`src/rtl/var_clock_driver.sv`:
```
// Programmable derived-clock waveform generator feeding a gated clock-construction primitive.
// Optional EDGE_CNT rising-edge counter is enabled by defining VAR_CLK_EDGE_COUNT_EN.
module var_clock_driver #(
  parameter int          CNT_W    = 16,
  parameter int unsigned INIT_HI  = 1,
  parameter int unsigned INIT_LO  = 1,
  parameter bit          initVal  = 1'b0,
  parameter bit          initGate = 1'b1
) (
  input  logic             CLK,
  input  logic             RST,
  input  logic             START,
  input  logic             STOP,
  input  logic             SET_PERIOD_EN,
  input  logic [CNT_W-1:0] HI_CNT,
  input  logic [CNT_W-1:0] LO_CNT,
  output logic             RDY_SET_PERIOD,
  input  logic             GATE_IN,
  input  logic             GATE_IN_EN,
  output logic             CLK_VAL,
  output logic             CLK_VAL_EN,
  output logic             COND_VAL,
  output logic             COND_VAL_EN,
  output logic             RUNNING
`ifdef VAR_CLK_EDGE_COUNT_EN
  ,
  output logic [31:0]      EDGE_CNT
`endif
);

  typedef enum logic [1:0] {ST_STOPPED, ST_HIGH, ST_LOW} state_e;

  localparam logic [CNT_W-1:0] ONE = CNT_W'(1);

  function automatic logic [CNT_W-1:0] eff_len(input logic [CNT_W-1:0] v);
    return (v == '0) ? ONE : v;
  endfunction

  state_e           state_q, state_d;
  logic [CNT_W-1:0] cnt_q, cnt_d;
  logic [CNT_W-1:0] act_hi_q, act_hi_d, act_lo_q, act_lo_d;
  logic [CNT_W-1:0] pend_hi_q, pend_hi_d, pend_lo_q, pend_lo_d;
  logic             pend_vld_q, pend_vld_d;
  logic             gate_pend_q, gate_pend_d, gate_vld_q, gate_vld_d;
  logic             stop_pend_q, stop_pend_d;
  logic             clk_val_q, clk_val_d, clk_val_en_q, clk_val_en_d;
  logic             cond_val_q, cond_val_d, cond_val_en_q, cond_val_en_d;

  logic             stop_now, low_end, pend_copy, gate_emit;
  logic [CNT_W-1:0] hi_len, lo_len;

  always_comb begin
    state_d       = state_q;
    cnt_d         = cnt_q;
    act_hi_d      = act_hi_q;
    act_lo_d      = act_lo_q;
    pend_hi_d     = pend_hi_q;
    pend_lo_d     = pend_lo_q;
    pend_vld_d    = pend_vld_q;
    gate_pend_d   = gate_pend_q;
    gate_vld_d    = gate_vld_q;
    clk_val_d     = clk_val_q;
    clk_val_en_d  = 1'b0;
    cond_val_d    = cond_val_q;
    cond_val_en_d = 1'b0;

    stop_now  = stop_pend_q | STOP;
    low_end   = (state_q == ST_LOW) && (cnt_q == ONE);
    // New lengths only take effect at a LOW->HIGH boundary (or while idle) so no phase is cut short.
    pend_copy = pend_vld_q && ((state_q == ST_STOPPED) || (low_end && !stop_now));
    hi_len    = eff_len(pend_copy ? pend_hi_q : act_hi_q);
    lo_len    = eff_len(pend_copy ? pend_lo_q : act_lo_q);

    unique case (state_q)
      ST_STOPPED: begin
        if (START && !STOP) begin
          if (initVal || clk_val_q) begin
            state_d      = ST_HIGH;
            cnt_d        = hi_len;
            clk_val_d    = 1'b1;
            clk_val_en_d = !clk_val_q;
          end else begin
            state_d = ST_LOW;
            cnt_d   = lo_len;
          end
        end
      end
      ST_HIGH: begin
        if (cnt_q == ONE) begin
          state_d      = ST_LOW;
          cnt_d        = lo_len;
          clk_val_d    = 1'b0;
          clk_val_en_d = 1'b1;
        end else begin
          cnt_d = cnt_q - ONE;
        end
      end
      ST_LOW: begin
        if (cnt_q == ONE) begin
          if (stop_now) begin
            state_d = ST_STOPPED;
          end else begin
            state_d      = ST_HIGH;
            cnt_d        = hi_len;
            clk_val_d    = 1'b1;
            clk_val_en_d = 1'b1;
          end
        end else begin
          cnt_d = cnt_q - ONE;
        end
      end
      default: state_d = ST_STOPPED;
    endcase

    stop_pend_d = (state_d != ST_STOPPED) && stop_now;

    if (pend_copy) begin
      act_hi_d   = pend_hi_q;
      act_lo_d   = pend_lo_q;
      pend_vld_d = 1'b0;
    end else if (SET_PERIOD_EN && !pend_vld_q) begin
      pend_hi_d  = HI_CNT;
      pend_lo_d  = LO_CNT;
      pend_vld_d = 1'b1;
    end

    // Gate leaves only in a cycle where the derived clock is low and not toggling.
    gate_emit = gate_vld_q && !clk_val_d && !clk_val_en_d;
    if (gate_emit) begin
      cond_val_d    = gate_pend_q;
      cond_val_en_d = (gate_pend_q != cond_val_q);
      gate_vld_d    = 1'b0;
    end
    if (GATE_IN_EN) begin
      gate_pend_d = GATE_IN;
      gate_vld_d  = 1'b1;
    end
  end

  always_ff @(posedge CLK or negedge RST) begin
    if (!RST) begin
      state_q       <= ST_STOPPED;
      cnt_q         <= ONE;
      act_hi_q      <= CNT_W'(INIT_HI);
      act_lo_q      <= CNT_W'(INIT_LO);
      pend_hi_q     <= '0;
      pend_lo_q     <= '0;
      pend_vld_q    <= 1'b0;
      gate_pend_q   <= initGate;
      gate_vld_q    <= 1'b0;
      stop_pend_q   <= 1'b0;
      clk_val_q     <= initVal;
      clk_val_en_q  <= 1'b0;
      cond_val_q    <= initGate;
      cond_val_en_q <= 1'b0;
    end else begin
      state_q       <= state_d;
      cnt_q         <= cnt_d;
      act_hi_q      <= act_hi_d;
      act_lo_q      <= act_lo_d;
      pend_hi_q     <= pend_hi_d;
      pend_lo_q     <= pend_lo_d;
      pend_vld_q    <= pend_vld_d;
      gate_pend_q   <= gate_pend_d;
      gate_vld_q    <= gate_vld_d;
      stop_pend_q   <= stop_pend_d;
      clk_val_q     <= clk_val_d;
      clk_val_en_q  <= clk_val_en_d;
      cond_val_q    <= cond_val_d;
      cond_val_en_q <= cond_val_en_d;
    end
  end

  assign RDY_SET_PERIOD = !pend_vld_q;
  assign CLK_VAL        = clk_val_q;
  assign CLK_VAL_EN     = clk_val_en_q;
  assign COND_VAL       = cond_val_q;
  assign COND_VAL_EN    = cond_val_en_q;
  assign RUNNING        = (state_q != ST_STOPPED);

`ifdef VAR_CLK_EDGE_COUNT_EN
  logic [31:0] edge_cnt_q, edge_cnt_d;

  always_comb begin
    edge_cnt_d = edge_cnt_q;
    if (clk_val_en_d && clk_val_d) edge_cnt_d = edge_cnt_q + 32'd1;
  end

  always_ff @(posedge CLK or negedge RST) begin
    if (!RST) edge_cnt_q <= '0;
    else      edge_cnt_q <= edge_cnt_d;
  end

  assign EDGE_CNT = edge_cnt_q;
`endif

endmodule
```
`config.mk`:
```
export PLATFORM = sky130hd
export DESIGN_NAME = var_clock_driver
export DESIGN_NICKNAME = d
export VERILOG_FILES = /design/src/rtl/var_clock_driver.sv
export SDC_FILE = /design/constraint.sdc
export NUM_CORES = 1
export LEC_CHECK = 0
export BUFFER_PORTS_ARGS = -buffer_cell sky130_fd_sc_hd__buf_2
export CAP_MARGIN = 10
export CORE_MARGIN = 2
export CORE_UTILIZATION = 45
export CTS_BUF_LIST = sky130_fd_sc_hd__clkbuf_8
export DETAILED_ROUTE_END_ITERATION = 10
export PLACE_DENSITY = 0.73
export REMOVE_ABC_BUFFERS = 1
export SYNTH_ARGS = -nofsm -noshare
export SYNTH_HDL_FRONTEND = slang
export SYNTH_SLANG_ARGS = --single-unit
export TNS_END_PERCENT = 30
```
`constraint.sdc`:
```
create_clock -name CLK -period 5.3 [get_ports CLK]
set_input_delay 0.265 -clock CLK [delete_from_list [all_inputs] [get_ports CLK]]
set_output_delay 0.265 -clock CLK [all_outputs]
set_load 0.01 [all_outputs]
```
== Word-level counts from Yosys, hierarchy flattened ==
Cells that the tools add are included.

* Add/subtract/negate cells: 1
* Equal/unequal tests: 6
* Multiplexer cells: 33
* Bitwise operators: 2
* Reduce and logical (&&, ||, !) cells: 25

{| class="wikitable"
|+ Operator list
! kind !! number
|-
| two-way mux 16 bit || 9
|-
| one-hot mux 16 bit (3 select lines) || 1
|-
| logical NOT 16 bit || 2
|-
| == test 16 x 1 -> 1 bit (second input constant) || 1
|-
| two-way mux 1 bit || 16
|-
| subtractor 16 x 1 -> 16 bit (second input constant) || 1
|-
| logical AND 1 bit || 8
|-
| two-way mux 2 bit || 4
|-
| nonzero test 2 bit || 4
|-
| logical NOT 1 bit || 6
|-
| one-hot mux 1 bit (3 select lines) || 2
|-
| one-hot mux 2 bit (3 select lines) || 1
|-
| != test 3 bit (second input constant) || 1
|-
| AND reduction 3 bit || 1
|-
| nonzero test 3 bit || 1
|-
| == test 2 x 1 -> 1 bit (second input constant) || 1
|-
| == test 2 bit (second input constant) || 1
|-
| logical NOT 2 bit || 1
|-
| != test 2 x 1 -> 1 bit (second input constant) || 1
|-
| AND reduction 2 bit || 1
|-
| logical OR 1 bit || 1
|-
| != test 1 bit || 1
|-
| inverter 1 bit || 1
|-
| bitwise OR 1 bit || 1
|}

* Register bits: 90
* Output and inout port bits: 6
* Logic and storage cells: 81

== Logic depth before layout (Yosys ltp) ==
* Depth in word-level cells: 11
* Gate-level depth with buffers: 11

== Worst setup path before layout ==
OpenSTA, ideal clock, no wires.

* Path type: register to register
* Start point: reg state_q[0]
* End point: reg cnt_q[1]
* Setup time: 142 ps
* Data arrival time: 2405 ps
* Path slack: 2753 ps
* Stages on the path, launching flop included: 11
* Path buffers: 2
* Path through: dfrtp_1 -> inv_1 -> ha_1 -> buf_2 -> nor3b_2 -> nand2_1 -> o21ai_4 -> buf_6 -> mux2_2 -> a221oi_1 -> a211oi_2

* Longest elaborated chain between the ends: 11
* Elaborated cells on any way between the ends: 23
* Classes of those cells: eq/ne (4); mux (10); reduce/logical (9)

{| class="wikitable"
|+ Ends and longest elaborated chain
! element !! line !! text
|-
| start: declaration || 39 || <nowiki>state_e state_q, state_d;</nowiki>
|-
| start signal: assignment || 157 || <nowiki>state_q <= state_d;</nowiki>
|-
| == test 2 bit || 68, 74 ||
|-
| logical AND 1 bit || 68 || <nowiki>low_end = (state_q == ST_LOW) && (cnt_q == ONE);</nowiki>
|-
| logical AND 1 bit || 70 || <nowiki>pend_copy = pend_vld_q && ((state_q == ST_STOPPED) || (low_end && !stop_now));</nowiki>
|-
| logical OR 1 bit || 70 ||
|-
| logical AND 1 bit || 70 ||
|-
| two-way mux 16 bit || - ||
|-
| logical NOT 16 bit || 36 || <nowiki>return (v == '0) ? ONE : v;</nowiki>
|-
| two-way mux 16 bit || 36 ||
|-
| two-way mux 16 bit (on tied branches) || 100, 77 ||
|-
| two-way mux 16 bit (on tied branches) || 99, 76 ||
|-
| one-hot mux 16 bit (3 select lines) || 74 || <nowiki>unique case (state_q)</nowiki>
|-
| end signal: assignment || 158 || <nowiki>cnt_q <= cnt_d;</nowiki>
|-
| end: declaration || 40 || <nowiki>logic [CNT_W-1:0] cnt_q, cnt_d;</nowiki>
|}

Parallel ways exist; a longest one is shown, timed or not. The select of a mux whose other input is x is not followed.
A chain may end at the register's enable or synchronous reset.

== Final worst setup path ==
* Start point: reg cnt_q[0]
* End point: reg cnt_q[1]

* Longest elaborated chain between the ends: 11
* Elaborated cells on any way between the ends: 20
* Classes of those cells: add/sub (1); eq/ne (2); mux (10); reduce/logical (7)

{| class="wikitable"
|+ Ends and longest elaborated chain
! element !! line
|-
| == test 16 x 1 -> 1 bit || 68, 89, 99
|-
| logical AND 1 bit || 68
|-
| logical AND 1 bit || 70
|-
| logical OR 1 bit || 70
|-
| logical AND 1 bit || 70
|-
| two-way mux 16 bit || -
|-
| logical NOT 16 bit || 36
|-
| two-way mux 16 bit || 36
|-
| two-way mux 16 bit (on tied branches) || 100, 77
|-
| two-way mux 16 bit (on tied branches) || 99, 76
|-
| one-hot mux 16 bit (3 select lines) || 74
|}

Parallel ways exist; a longest one is shown, timed or not. The select of a mux whose other input is x is not followed.

==> results.yml <==
outcome:
  status: "finished, final reports clean"
timing:
  relSlewSlack: 0.2649
  final_hold_viol_count: 0
  fmaxAchievable_ghz: 0.2683
  period_minus_slack_ns: 3.727
  finalWorstSetupSlack_ns: 1.573
  rsz0062_at_grt: "false"
  worst_pin_slew_ns: 1.099
  final.setup.tns_ns: 0
  finalMaxSlewViolations: 0
  period_share: 0.7032
  setup_viol: 0
  clock_skew_ns: 0.006664
floorplanning:
  rows: 37
  core_um2: 10370
  initial_core_util: 0.4636
  fp.dieH_um: 107.4
  io-pin-count: 45
  dieArea_um2: 11530
  die_x_um: 107.4
yosys:
  ys_warn_count: 0
  synth.distinct_cells: 70
  synthCells: 427
  synth_area_per_cell_um2: 11.26
  netlist_area_um2: 4807
  yosysSeqAreaShare: 0.4698
  synthFlopType: "dfrtp_1"
  synth_seq_cells: 90
  synth_edf_count: 0
  async_flop_share: 1.000
global_routing:
  top_usage_layer: "met2"
  use_met2: 0.3382
  use_met3: 0.03571
  grt_pass1_wl_mm: 19.46
  grt_overflow: 0
  grt_start_max_net_pins: 91
  grt_util_all_layers: 0.2186
  grt_use_met1: 0.3102
  antenna_found_initial: 0
  grt_pass1_vias: 3635
worst_setup_path:
  critPathKind: "reg -> reg"
  cp.arrival_ns: 3.95
  cpPeakStageDelay_ns: 0.80
  critPathRequiredTime_ns: 5.53
  start_kind: "register"
  crit_fanout: 21
  crit_family: "compound AO/OA/AOI/OAI gates"
  path_cells: "ha_1, nor4b_2, nand4_1, o21ai_4, buf_4, mux2_2, a221oi_1, a211oi_2"
  cp_num_buf_inv: 1
  end_kind: "register"
  crit_slowest_cell: "o21ai_4"
clock_tree:
  clock_sinks: 90
  clock_path_buffers: 2
  clk_latency_ns: 0.37
  cts-buffers-inserted: 9
  h-tree-depth: 3
  clk_pin_slew_ns: 0.09
  clockRootBuffer: "clkbuf_8"
  cts_tree: "done"
  post_cts_resized: 0
finish:
  drive_gt1_frac: 0.3043
  syn_to_final_growth_pct: 10.78
  antenna_cells: 0
  final_common_cell: "dfrtp_1"
  postLayoutCoreUtil: 0.5135
  fillers: 934
  stdcell_area_um2: 5325
  final_cell_mix: "85 x dfrtp_1, 54 x mux2_2, 43 x buf_2"
  nNetsFinal: 510
place:
  io_buffers: 44
  dp_slack_ns: 1.649
  dpl_cell_area_um2: 5104
  gp_congestion: 0.9341
  hpwlAfterDp_mm: 8.434
detailed_routing:
  dr.pass1.iters: 6
  routedWlPerCell_um: 19.43
  vias_per_cell: 6.127
  wl_mm: 11.78
  num_vias: 3713
  ant_nets: 0
  drc: 0
  first_iter_violations: 357
pwr:
  p_per_area_nw_per_um2: 607.6
  p_total_mw: 3.235
  p_leak_nw: 2.141
  ir_drop_mv: 0.3226
min_path:
  min_path_type: "in -> reg"
job:
  cap_violations: 0
-- through the flow --
| stage | instances | hold slack, ns |
|---|---|---|
| 6_report | 606 | 0.09198 |
| 3_3_place_gp | 588 | 0.4536 |
| 2_1_floorplan | 405 | -0.03059 |
| 4_1_cts | 604 | 0.08148 |
| 5_1_grt | 606 | 0.08366 |
| 3_5_place_dp | 588 | 0.4756 |
-- area by class of cell --
type,instances,area [um^2],area share
Multi-Input combinational cell,302,2381,0.4471
Sequential cell,90,2258,0.4241
Timing Repair Buffer,49,282.8,0.05310
Tap cell,136,170.2,0.03195
Clock buffer,12,165.2,0.03101
Inverter,13,48.80,0.009164
Clock inverter,4,18.77,0.003524
-- layer usage --
metal / wire [um] / vias up
met5: 0 / -
met1: 5332 / 1864
met4: 272 / 0
li1: - / 1682
met3: 720 / 23
met2: 5451 / 144
-- kinds of logic (layout without fill, tap and decap cells) --
group,after synthesis,in the layout,synth area share
AND/OR/NAND/NOR,116,116,0.1281
AO/OA/AOI/OAI,98,98,0.1557
flip-flops,90,90,0.4698
multiplexers,75,75,0.1827
buffers and inverters,35,78,0.03540
XOR/XNOR,7,7,0.01275
adder cells (fa/ha/maj),6,6,0.01562
-- sequential cells by signal, indices dropped and copies added (netlist names), 2 cells and up --
register,cells
pend_lo_q,16
state_q,2
cnt_q,16
act_hi_q,16
act_lo_q,16
pend_hi_q,16
-- cells in the mapped netlist (3+ instances only) --
master,n,area [um^2]
o31ai_1,3,22.52
dfstp_2,5,131.4
xnor2_1,3,26.28
xor2_1,4,35.03
mux2_2,54,608.1
or3_1,3,18.77
mux2i_1,12,120.1
o21ai_1,3,15.01
o22a_1,3,26.28
inv_1,13,48.80
a211oi_1,8,60.06
mux2_4,3,45.04
a21oi_1,15,75.07
nand2b_1,4,25.02
dfrtp_1,85,2127
nand2_1,27,101.4
a221oi_1,3,26.28
nor3_1,10,50.05
or4_1,3,22.52
a41oi_1,4,35.03
buf_1,3,11.26
nand3_1,7,35.03
ha_1,6,75.07
buf_2,3,15.01
o21ai_0,14,70.07
a211oi_2,5,62.56
a32oi_1,3,26.28
nor4_1,13,81.33
o211ai_1,5,37.54
mux2_1,3,33.78
nor2_1,32,120.1
o22ai_1,7,43.79
clkbuf_1,12,45.04
nand4_1,3,18.77
-- worst paths after layout --
check	from	end	slack [ns]	cells after the start
max	cnt_q[0]$_DFFE_PN1P_	cnt_q[1]$_DFFE_PN0P_	1.57	8
min	GATE_IN_EN	gate_vld_q$_DFFE_PN0P_	0.09	2
max reg2reg	cnt_q[0]$_DFFE_PN1P_	cnt_q[1]$_DFFE_PN0P_	1.57	8
min reg2reg	gate_vld_q$_DFFE_PN0P_	gate_vld_q$_DFFE_PN0P_	0.50	1
max in group asynchronous	RST	COND_VAL$_DFFE_PN1P_	4.21	3
min in group asynchronous	RST	pend_lo_q[12]$_DFFE_PN0P_	0.41	2
-- report_power, final --
group | internal, mW | switching (mW)
Combinational | 0.666 | 0.740
Sequential | 1.04 | 0.346
Clock | 0.204 | 0.240
Total | 1.91 | 1.33
-- repair_timing --
action                                  4_1_cts  5_1_grt
setup buffers                                 0        0
hold buffers                                  0        1
endpoints found under the setup margin        0        0
endpoints found under the hold margin         0       33
Power figures use the tool's default switching activity.
